## src/rtl/gpzda_pkg.sv

```systemverilog
// Shared constants and types for the NMEA ZDA sender and the matching receiver parser.
package gpzda_pkg;

  localparam logic [7:0] CH_DOLLAR = 8'h24;
  localparam logic [7:0] CH_COMMA  = 8'h2C;
  localparam logic [7:0] CH_DOT    = 8'h2E;
  localparam logic [7:0] CH_STAR   = 8'h2A;
  localparam logic [7:0] CH_CR     = 8'h0D;
  localparam logic [7:0] CH_LF     = 8'h0A;
  localparam logic [7:0] CH_Z      = 8'h5A;
  localparam logic [7:0] CH_D      = 8'h44;
  localparam logic [7:0] CH_A      = 8'h41;

  localparam int SENTENCE_LEN = 34;

  localparam logic [5:0] IDX_DOLLAR   = 6'd0;
  localparam logic [5:0] IDX_TALKER   = 6'd1;
  localparam logic [5:0] IDX_ZDA      = 6'd3;
  localparam logic [5:0] IDX_HH       = 6'd7;
  localparam logic [5:0] IDX_MM       = 6'd9;
  localparam logic [5:0] IDX_SS       = 6'd11;
  localparam logic [5:0] IDX_DOT      = 6'd13;
  localparam logic [5:0] IDX_CS       = 6'd14;
  localparam logic [5:0] IDX_DD       = 6'd17;
  localparam logic [5:0] IDX_MON      = 6'd20;
  localparam logic [5:0] IDX_YEAR     = 6'd23;
  localparam logic [5:0] IDX_CK_FIRST = 6'd1;
  localparam logic [5:0] IDX_CK_LAST  = 6'd28;
  localparam logic [5:0] IDX_STAR     = 6'd29;
  localparam logic [5:0] IDX_CK_HI    = 6'd30;
  localparam logic [5:0] IDX_CK_LO    = 6'd31;
  localparam logic [5:0] IDX_CR       = 6'd32;
  localparam logic [5:0] IDX_LF       = 6'd33;

  typedef enum logic {IDLE, SEND} state_e;

  typedef struct packed {
    logic [7:0]  hour;
    logic [7:0]  minute;
    logic [7:0]  second;
    logic [7:0]  centi;
    logic [7:0]  day;
    logic [7:0]  month;
    logic [15:0] year;
  } zda_fields_t;

  // True when every one of the 16 nibbles is a legal BCD digit.
  function automatic logic fields_bcd(input zda_fields_t f);
    logic [63:0] v;
    logic        ok;
    v  = f;
    ok = 1'b1;
    for (int i = 0; i < 16; i++) begin
      ok = ok & (v[i*4 +: 4] <= 4'd9);
    end
    return ok;
  endfunction

endpackage

```

## src/rtl/gpzda_nibble_ascii.sv

```systemverilog
// Combinational 4-bit value to ASCII digit: '0'-'9' for 0-9, uppercase 'A'-'F' above.
module gpzda_nibble_ascii (
  input  logic [3:0] nib_i,
  output logic [7:0] ascii_o
);

  assign ascii_o = (nib_i <= 4'd9) ? (8'h30 | {4'h0, nib_i})
                                   : (8'h37 + {4'h0, nib_i});

endmodule

```

## src/rtl/gpzda_sender.sv

```systemverilog
// Streams "$GPZDA,hhmmss.ss,dd,mm,yyyy,,*CS\r\n" one byte per valid/ready transfer,
// accumulating the XOR checksum as bytes 1..28 are accepted.
module gpzda_sender
  import gpzda_pkg::*;
#(
  parameter int          B      = 8,
  parameter logic [15:0] TALKER = "GP"
) (
  input  logic         clock,
  input  logic         reset,
  input  logic         start,
  input  logic [7:0]   hour,
  input  logic [7:0]   minute,
  input  logic [7:0]   second,
  input  logic [7:0]   centisecond,
  input  logic [7:0]   day,
  input  logic [7:0]   month,
  input  logic [15:0]  year,
  input  logic         ready,
  output logic [B-1:0] data,
  output logic         valid,
  output logic         busy,
  output logic         done,
  output logic         error
);

  state_e      state_q, state_d;
  zda_fields_t fields_q, fields_d;
  zda_fields_t in_fields_s;
  logic [5:0]  idx_q, idx_d;
  logic [5:0]  nidx_s;
  logic [7:0]  ck_q, ck_d;
  logic [7:0]  data_q, data_d;
  logic        valid_q, valid_d;
  logic        busy_q, busy_d;
  logic        done_q, done_d;
  logic        error_q, error_d;
  logic [3:0]  dig_nib_s;
  logic [3:0]  ck_nib_s;
  logic [7:0]  dig_ascii_s;
  logic [7:0]  ck_ascii_s;
  logic [7:0]  byte_s;
  logic        xfer_s;

  assign in_fields_s = {hour, minute, second, centisecond, day, month, year};
  assign nidx_s      = idx_q + 6'd1;
  assign xfer_s      = valid_q & ready;
  assign ck_nib_s    = (nidx_s == IDX_CK_HI) ? ck_q[7:4] : ck_q[3:0];

  gpzda_nibble_ascii u_dig_ascii (.nib_i(dig_nib_s), .ascii_o(dig_ascii_s));
  gpzda_nibble_ascii u_ck_ascii  (.nib_i(ck_nib_s),  .ascii_o(ck_ascii_s));

  // BCD nibble feeding the digit converter for the byte about to be presented.
  always_comb begin
    dig_nib_s = 4'h0;
    case (nidx_s)
      IDX_HH:             dig_nib_s = fields_q.hour[7:4];
      IDX_HH + 6'd1:      dig_nib_s = fields_q.hour[3:0];
      IDX_MM:             dig_nib_s = fields_q.minute[7:4];
      IDX_MM + 6'd1:      dig_nib_s = fields_q.minute[3:0];
      IDX_SS:             dig_nib_s = fields_q.second[7:4];
      IDX_SS + 6'd1:      dig_nib_s = fields_q.second[3:0];
      IDX_CS:             dig_nib_s = fields_q.centi[7:4];
      IDX_CS + 6'd1:      dig_nib_s = fields_q.centi[3:0];
      IDX_DD:             dig_nib_s = fields_q.day[7:4];
      IDX_DD + 6'd1:      dig_nib_s = fields_q.day[3:0];
      IDX_MON:            dig_nib_s = fields_q.month[7:4];
      IDX_MON + 6'd1:     dig_nib_s = fields_q.month[3:0];
      IDX_YEAR:           dig_nib_s = fields_q.year[15:12];
      IDX_YEAR + 6'd1:    dig_nib_s = fields_q.year[11:8];
      IDX_YEAR + 6'd2:    dig_nib_s = fields_q.year[7:4];
      IDX_YEAR + 6'd3:    dig_nib_s = fields_q.year[3:0];
      default:            dig_nib_s = 4'h0;
    endcase
  end

  // Byte map for the next index; digit positions fall through to the default.
  always_comb begin
    byte_s = dig_ascii_s;
    case (nidx_s)
      IDX_DOLLAR:         byte_s = CH_DOLLAR;
      IDX_TALKER:         byte_s = TALKER[15:8];
      IDX_TALKER + 6'd1:  byte_s = TALKER[7:0];
      IDX_ZDA:            byte_s = CH_Z;
      IDX_ZDA + 6'd1:     byte_s = CH_D;
      IDX_ZDA + 6'd2:     byte_s = CH_A;
      6'd6, 6'd16, 6'd19, 6'd22, 6'd27, 6'd28:
                          byte_s = CH_COMMA;
      IDX_DOT:            byte_s = CH_DOT;
      IDX_STAR:           byte_s = CH_STAR;
      IDX_CK_HI:          byte_s = ck_ascii_s;
      IDX_CK_LO:          byte_s = ck_ascii_s;
      IDX_CR:             byte_s = CH_CR;
      IDX_LF:             byte_s = CH_LF;
      default:            byte_s = dig_ascii_s;
    endcase
  end

  // Next-state logic: the output byte register is loaded one transfer ahead of its index.
  always_comb begin
    state_d  = state_q;
    fields_d = fields_q;
    idx_d    = idx_q;
    ck_d     = ck_q;
    data_d   = data_q;
    valid_d  = valid_q;
    busy_d   = busy_q;
    done_d   = 1'b0;
    error_d  = 1'b0;
    case (state_q)
      IDLE: begin
        valid_d = 1'b0;
        busy_d  = 1'b0;
        data_d  = 8'h00;
        if (start) begin
          if (fields_bcd(in_fields_s)) begin
            fields_d = in_fields_s;
            ck_d     = 8'h00;
            idx_d    = IDX_DOLLAR;
            data_d   = CH_DOLLAR;
            valid_d  = 1'b1;
            busy_d   = 1'b1;
            state_d  = SEND;
          end else begin
            error_d  = 1'b1;
          end
        end else begin
          idx_d = IDX_DOLLAR;
        end
      end
      SEND: begin
        if (xfer_s) begin
          if ((idx_q >= IDX_CK_FIRST) && (idx_q <= IDX_CK_LAST)) begin
            ck_d = ck_q ^ data_q;
          end else begin
            ck_d = ck_q;
          end
          if (idx_q == IDX_LF) begin
            state_d = IDLE;
            idx_d   = IDX_DOLLAR;
            data_d  = 8'h00;
            valid_d = 1'b0;
            busy_d  = 1'b0;
            done_d  = 1'b1;
          end else begin
            idx_d   = nidx_s;
            data_d  = byte_s;
          end
        end else begin
          data_d = data_q;
        end
      end
      default: begin
        state_d = IDLE;
        valid_d = 1'b0;
        busy_d  = 1'b0;
        data_d  = 8'h00;
      end
    endcase
  end

  // State and output registers with synchronous reset.
  always_ff @(posedge clock) begin
    if (reset) begin
      state_q  <= IDLE;
      fields_q <= '0;
      idx_q    <= 6'd0;
      ck_q     <= 8'h00;
      data_q   <= 8'h00;
      valid_q  <= 1'b0;
      busy_q   <= 1'b0;
      done_q   <= 1'b0;
      error_q  <= 1'b0;
    end else begin
      state_q  <= state_d;
      fields_q <= fields_d;
      idx_q    <= idx_d;
      ck_q     <= ck_d;
      data_q   <= data_d;
      valid_q  <= valid_d;
      busy_q   <= busy_d;
      done_q   <= done_d;
      error_q  <= error_d;
    end
  end

  assign data  = data_q;
  assign valid = valid_q;
  assign busy  = busy_q;
  assign done  = done_q;
  assign error = error_q;

endmodule

```

## config.mk

```make
export PLATFORM = sky130hd
export DESIGN_NAME = gpzda_sender
export DESIGN_NICKNAME = d
export VERILOG_FILES = /design/src/rtl/gpzda_pkg.sv /design/src/rtl/gpzda_nibble_ascii.sv /design/src/rtl/gpzda_sender.sv
export SDC_FILE = /design/constraint.sdc
export NUM_CORES = 1
export LEC_CHECK = 0
export CELL_PAD_IN_SITES_DETAIL_PLACEMENT = 0
export CELL_PAD_IN_SITES_GLOBAL_PLACEMENT = 2
export CORE_UTILIZATION = 34
export CTS_CLUSTER_DIAMETER = 40
export DETAILED_ROUTE_END_ITERATION = 6
export PLACE_DENSITY = 0.85
export RECOVER_POWER = 100
export SYNTH_ARGS = -nofsm -noshare
export SYNTH_HDL_FRONTEND = slang
export SYNTH_SLANG_ARGS = --single-unit
```

## constraint.sdc

```tcl
create_clock -name clock -period 5.2 [get_ports clock]
set_clock_uncertainty 0.05 [all_clocks]
set_input_delay 0.78 -clock clock [delete_from_list [all_inputs] [get_ports clock]]
set_output_delay 0.78 -clock clock [all_outputs]
set_load 0.01 [all_outputs]
```

==> metrics.md <==
| Metric | Value |
|---|---|
| Status | complete, no violations |
| TritonCTS buffer count | 9 |
| Post-CTS Setup Inserts | 0 |
| Port bufs | 78 |
| Peak VDD IR | 0.146 mV |
| PD cells | 218 nW/um^2 |
| Vias per inst | 5.54 |
| Yosys cell types | 87 |
| CTS tree | built |
| Worst-path cell chain | ha_1, clkbuf_1, and3b_1, a32oi_1, a21oi_1, o21ai_2, nand2_1, nor3_1, inv_1, ha_1, or2_2, a2bb2oi_2, mux2_1, o21ai_2 |
| CTS H-tree depth | 3 |
| Power, Total | 1440 uW |
| Hold_ws | 407 ps |
| Cell Area, Synth | 5500 um^2 |
| Leakage power total | 0.00210 uW |
| Startpoint types | register |
| Fin area | 6610 um^2 |
| Async set-reset flop share out of synthesis | 0% |
| Vias in the first global route | 5,161 |
| Critical path fanouts, max | 19 |
| Area grow syn2layout | 20.2% |
| Crit path capture type | register |
| Post-synth EDFFs | 0 |
| Synthesized flop and latch total | 88 |
| Slew @ Worst Pin | 1250 ps |
| DP HPWL | 13.5 mm |
| Clk_lat worst skew | 350 ps |
| DRT antenna net count | 0 |
| Die height | 129 um |
| Final net count | 857 |
| Worst path top cell family by delay | simple AND/OR/NAND/NOR gates |
| IO Count | 80 |
| First-pass GRT wire length | 28.9 mm |
| All-Layer GR Usage | 22.9% |
| Syn_area_per_cell | 7.45 um^2 |
| Buf/Inv on CP | 2 |
| CTS root buf | clkbuf_16 |
| CP max stage cell | dfxtp_1 |
| Remaining DRCs | 0 |
| Largest net degree at the start of global routing | 81 |
| Final setup fails | 0 |
| Setup TNS | 0 ps |
| Clk slew on worst S/H paths | 70 ps |
| Top cells by area, synth | dfxtp_1 (32%), nand2_1 (12%), a21oi_1 (8.1%) |
| Global route overflow | 0 |
| Final worst-path cycle share | 87.4% |
| Hold endpoint | fields_q[3]$_SDFFE_PP0P_ |
| Synth warn | 0 |
| CORE AREA | 15,800 um^2 |
| Slew HR | 16.9% |
| RR Endpoint | data[0]$_SDFFE_PP0P_ |
| CP peak stage delay | 690 ps |
| FF-to-FF path depth | 14 |
| RSZ-0062 raised after global routing | no |
| Main synth FF type | dfxtp_1 |
| Final hold vios | 0 |
| Reg2reg setup slack | 660 ps |
| Initial antenna violation count | 0 |
| Post-CTS Hold Fix Bufs | 0 |
| Clock Path Buffers | 2 |
| Area after DPL | 6320 um^2 |
| Initial DRC count | 466 |
| Sequential-to-total area share from yosys stat | 32.1% |
| Die area | 16,700 um^2 |
| Post-synth top area share | 32.1% |
| Drt pass-1 iters | 7 |
| Site Rows | 46 |
| Worst r2r src | idx_q[0]$_SDFFE_PP0P_ |
| Placer Congestion | 0.885 |
| Vias post-DR | 5,539 |
| Initial Util | 34.7% |
| Die width | 129 um |
| Final wirelength | 18.3 mm |
| Layout cells sized above 1 | 6.51% |
| Ant diodes | 0 |
| Clk sinks | 88 |
| CP arrival | 4790 ps |
| Min Tclk post-route | 4540 ps |
| Setup CP Type | register to register |
| Min-delay worst type | register to register |
| Fin. max-slew vios | 0 |
| Area leader, netlist | dfxtp_1 |
| Syn Inst Count | 738 |
| Hold depth | 2 |
| Fmax achieved | 220 MHz |
| Worst endpoint required time | 5440 ps |
| Post-DR wirelength/cell | 18.3 um |
| Post_cts resized | 0 |
| Number of max-cap violations | 0 |
| Syn_nets | 816 |
| Hold path start | fields_q[3]$_SDFFE_PP0P_ |
| Post-layout util | 41.7% |
==> synthesized netlist by cell type, types with 9 or more instances <==
cell type  number
nand2_1       174
mux2i_1        14
xor2_1          9
nor2b_1        11
ha_1           10
a22oi_1        18
a21oi_1        89
o21ai_0        38
nand3_1        10
buf_2           9
nor3_1         10
nor2_1         44
inv_1          10
dfxtp_1        88
nand4_1        10
clkbuf_1       32
==> worst max path at each step <==
stage	startpoint	end	slack, ps	depth (start not counted)
after global placement	idx_q[0]$_SDFFE_PP0P_	data[0]$_SDFFE_PP0P_	1160	14
after global routing	idx_q[0]$_SDFFE_PP0P_	data[0]$_SDFFE_PP0P_	280	14
final	idx_q[0]$_SDFFE_PP0P_	data[0]$_SDFFE_PP0P_	660	14
after floorplan	idx_q[0]$_SDFFE_PP0P_	data[0]$_SDFFE_PP0P_	1870	17
after detailed placement	idx_q[0]$_SDFFE_PP0P_	data[1]$_SDFFE_PP0P_	970	12
after CTS	idx_q[0]$_SDFFE_PP0P_	data[1]$_SDFFE_PP0P_	950	12
==> logic make-up (layout without fill, tap and decap cells) <==
logic type | after synthesis | count (layout) | synth area share, %
buffers and inverters | 70 | 116 | 6.37
adder cells (fa/ha/maj) | 10 | 10 | 2.28
other | 1 | 1 | 0.0682
AND/OR/NAND/NOR | 315 | 315 | 27.1
XOR/XNOR | 12 | 12 | 1.91
AO/OA/AOI/OAI | 227 | 227 | 27.5
flip-flops | 88 | 88 | 32.1
multiplexers | 15 | 15 | 2.75
==> power by group <==
part	total (uW)	switching (uW)	internal, uW
Combinational	95.4	40.7	54.7
Sequential	680	3.66	676
Clock	668	318	350
==> sequential cells by signal, summed over array words and instances (netlist names) <==
signal	flops
state_q	1
data	7
busy	1
ck_q	7
fields_q	64
done	1
error	1
idx_q	6
==> layer usage <==
layer	GRT usage, %	part of all wire (%)	wire length, um
met1	30.2	45	8230
met3	4.13	4.7	863
met2	37.3	48	8700
met5	0	0	0
met4	8.44	2.7	497
==> placed cells by master (no fill, tap or decap), types with 3 or more instances in the layout <==
cell type | netlist | layout
o21ai_2 | 3 | 3
nor3_1 | 10 | 10
nor2b_1 | 11 | 11
a22o_1 | 3 | 3
o21ai_0 | 38 | 38
xor2_1 | 9 | 9
nand3_1 | 10 | 10
a222oi_1 | 3 | 3
nand2b_1 | 6 | 6
nand3b_1 | 5 | 5
xnor2_1 | 3 | 3
a211oi_1 | 4 | 4
inv_6 | 0 | 3
clkbuf_16 | 0 | 9
ha_1 | 10 | 10
a31oi_1 | 6 | 6
nor2_1 | 44 | 44
buf_4 | 8 | 9
o22ai_1 | 8 | 8
and2_1 | 6 | 6
nand2_1 | 174 | 174
a21boi_0 | 3 | 3
nand4_1 | 10 | 10
and3_1 | 5 | 5
nor4_1 | 5 | 5
a22oi_1 | 18 | 18
a21oi_1 | 89 | 89
and3b_1 | 6 | 6
mux2i_1 | 14 | 14
a32oi_1 | 7 | 7
dfxtp_1 | 88 | 88
clkdlybuf4s50_1 | 0 | 65
inv_1 | 10 | 10
o311ai_0 | 3 | 3
dlygate4sd3_1 | 0 | 12
o31ai_1 | 3 | 3
==> worst reg2reg max path: stages (launching register included) <==
cell and delay (ps):
dfxtp_1 690, ha_1 640, clkbuf_1 540, and3b_1 280
a32oi_1 320, a21oi_1 150, o21ai_2 140, nand2_1 100
nor3_1 280, inv_1 80, ha_1 170, or2_2 320
a2bb2oi_2 220, mux2_1 370, o21ai_2 110
==> cell type report <==
| cell class | count | area, um^2 |
|---|---|---|
| Clock buffer | 10 | 239 |
| Timing Repair Buffer | 90 | 856 |
| Fill cell | 1623 | 9220 |
| Sequential cell | 88 | 1760 |
| Clock inverter | 6 | 56.3 |
| Tap cell | 216 | 270 |
| Inverter | 10 | 37.5 |
| Multi-Input combinational cell | 580 | 3380 |
==> stage by stage <==
| step | instances | setup WS [ps] |
|---|---|---|
| final | 1000 | 656 |
| after global routing | 1000 | 278 |
| after CTS | 1000 | 952 |
| after detailed placement | 984 | 968 |
| after global placement | 984 | 1160 |
| after floorplan | 738 | 1870 |
No activity file was read; power rests on OpenSTA's default activity.
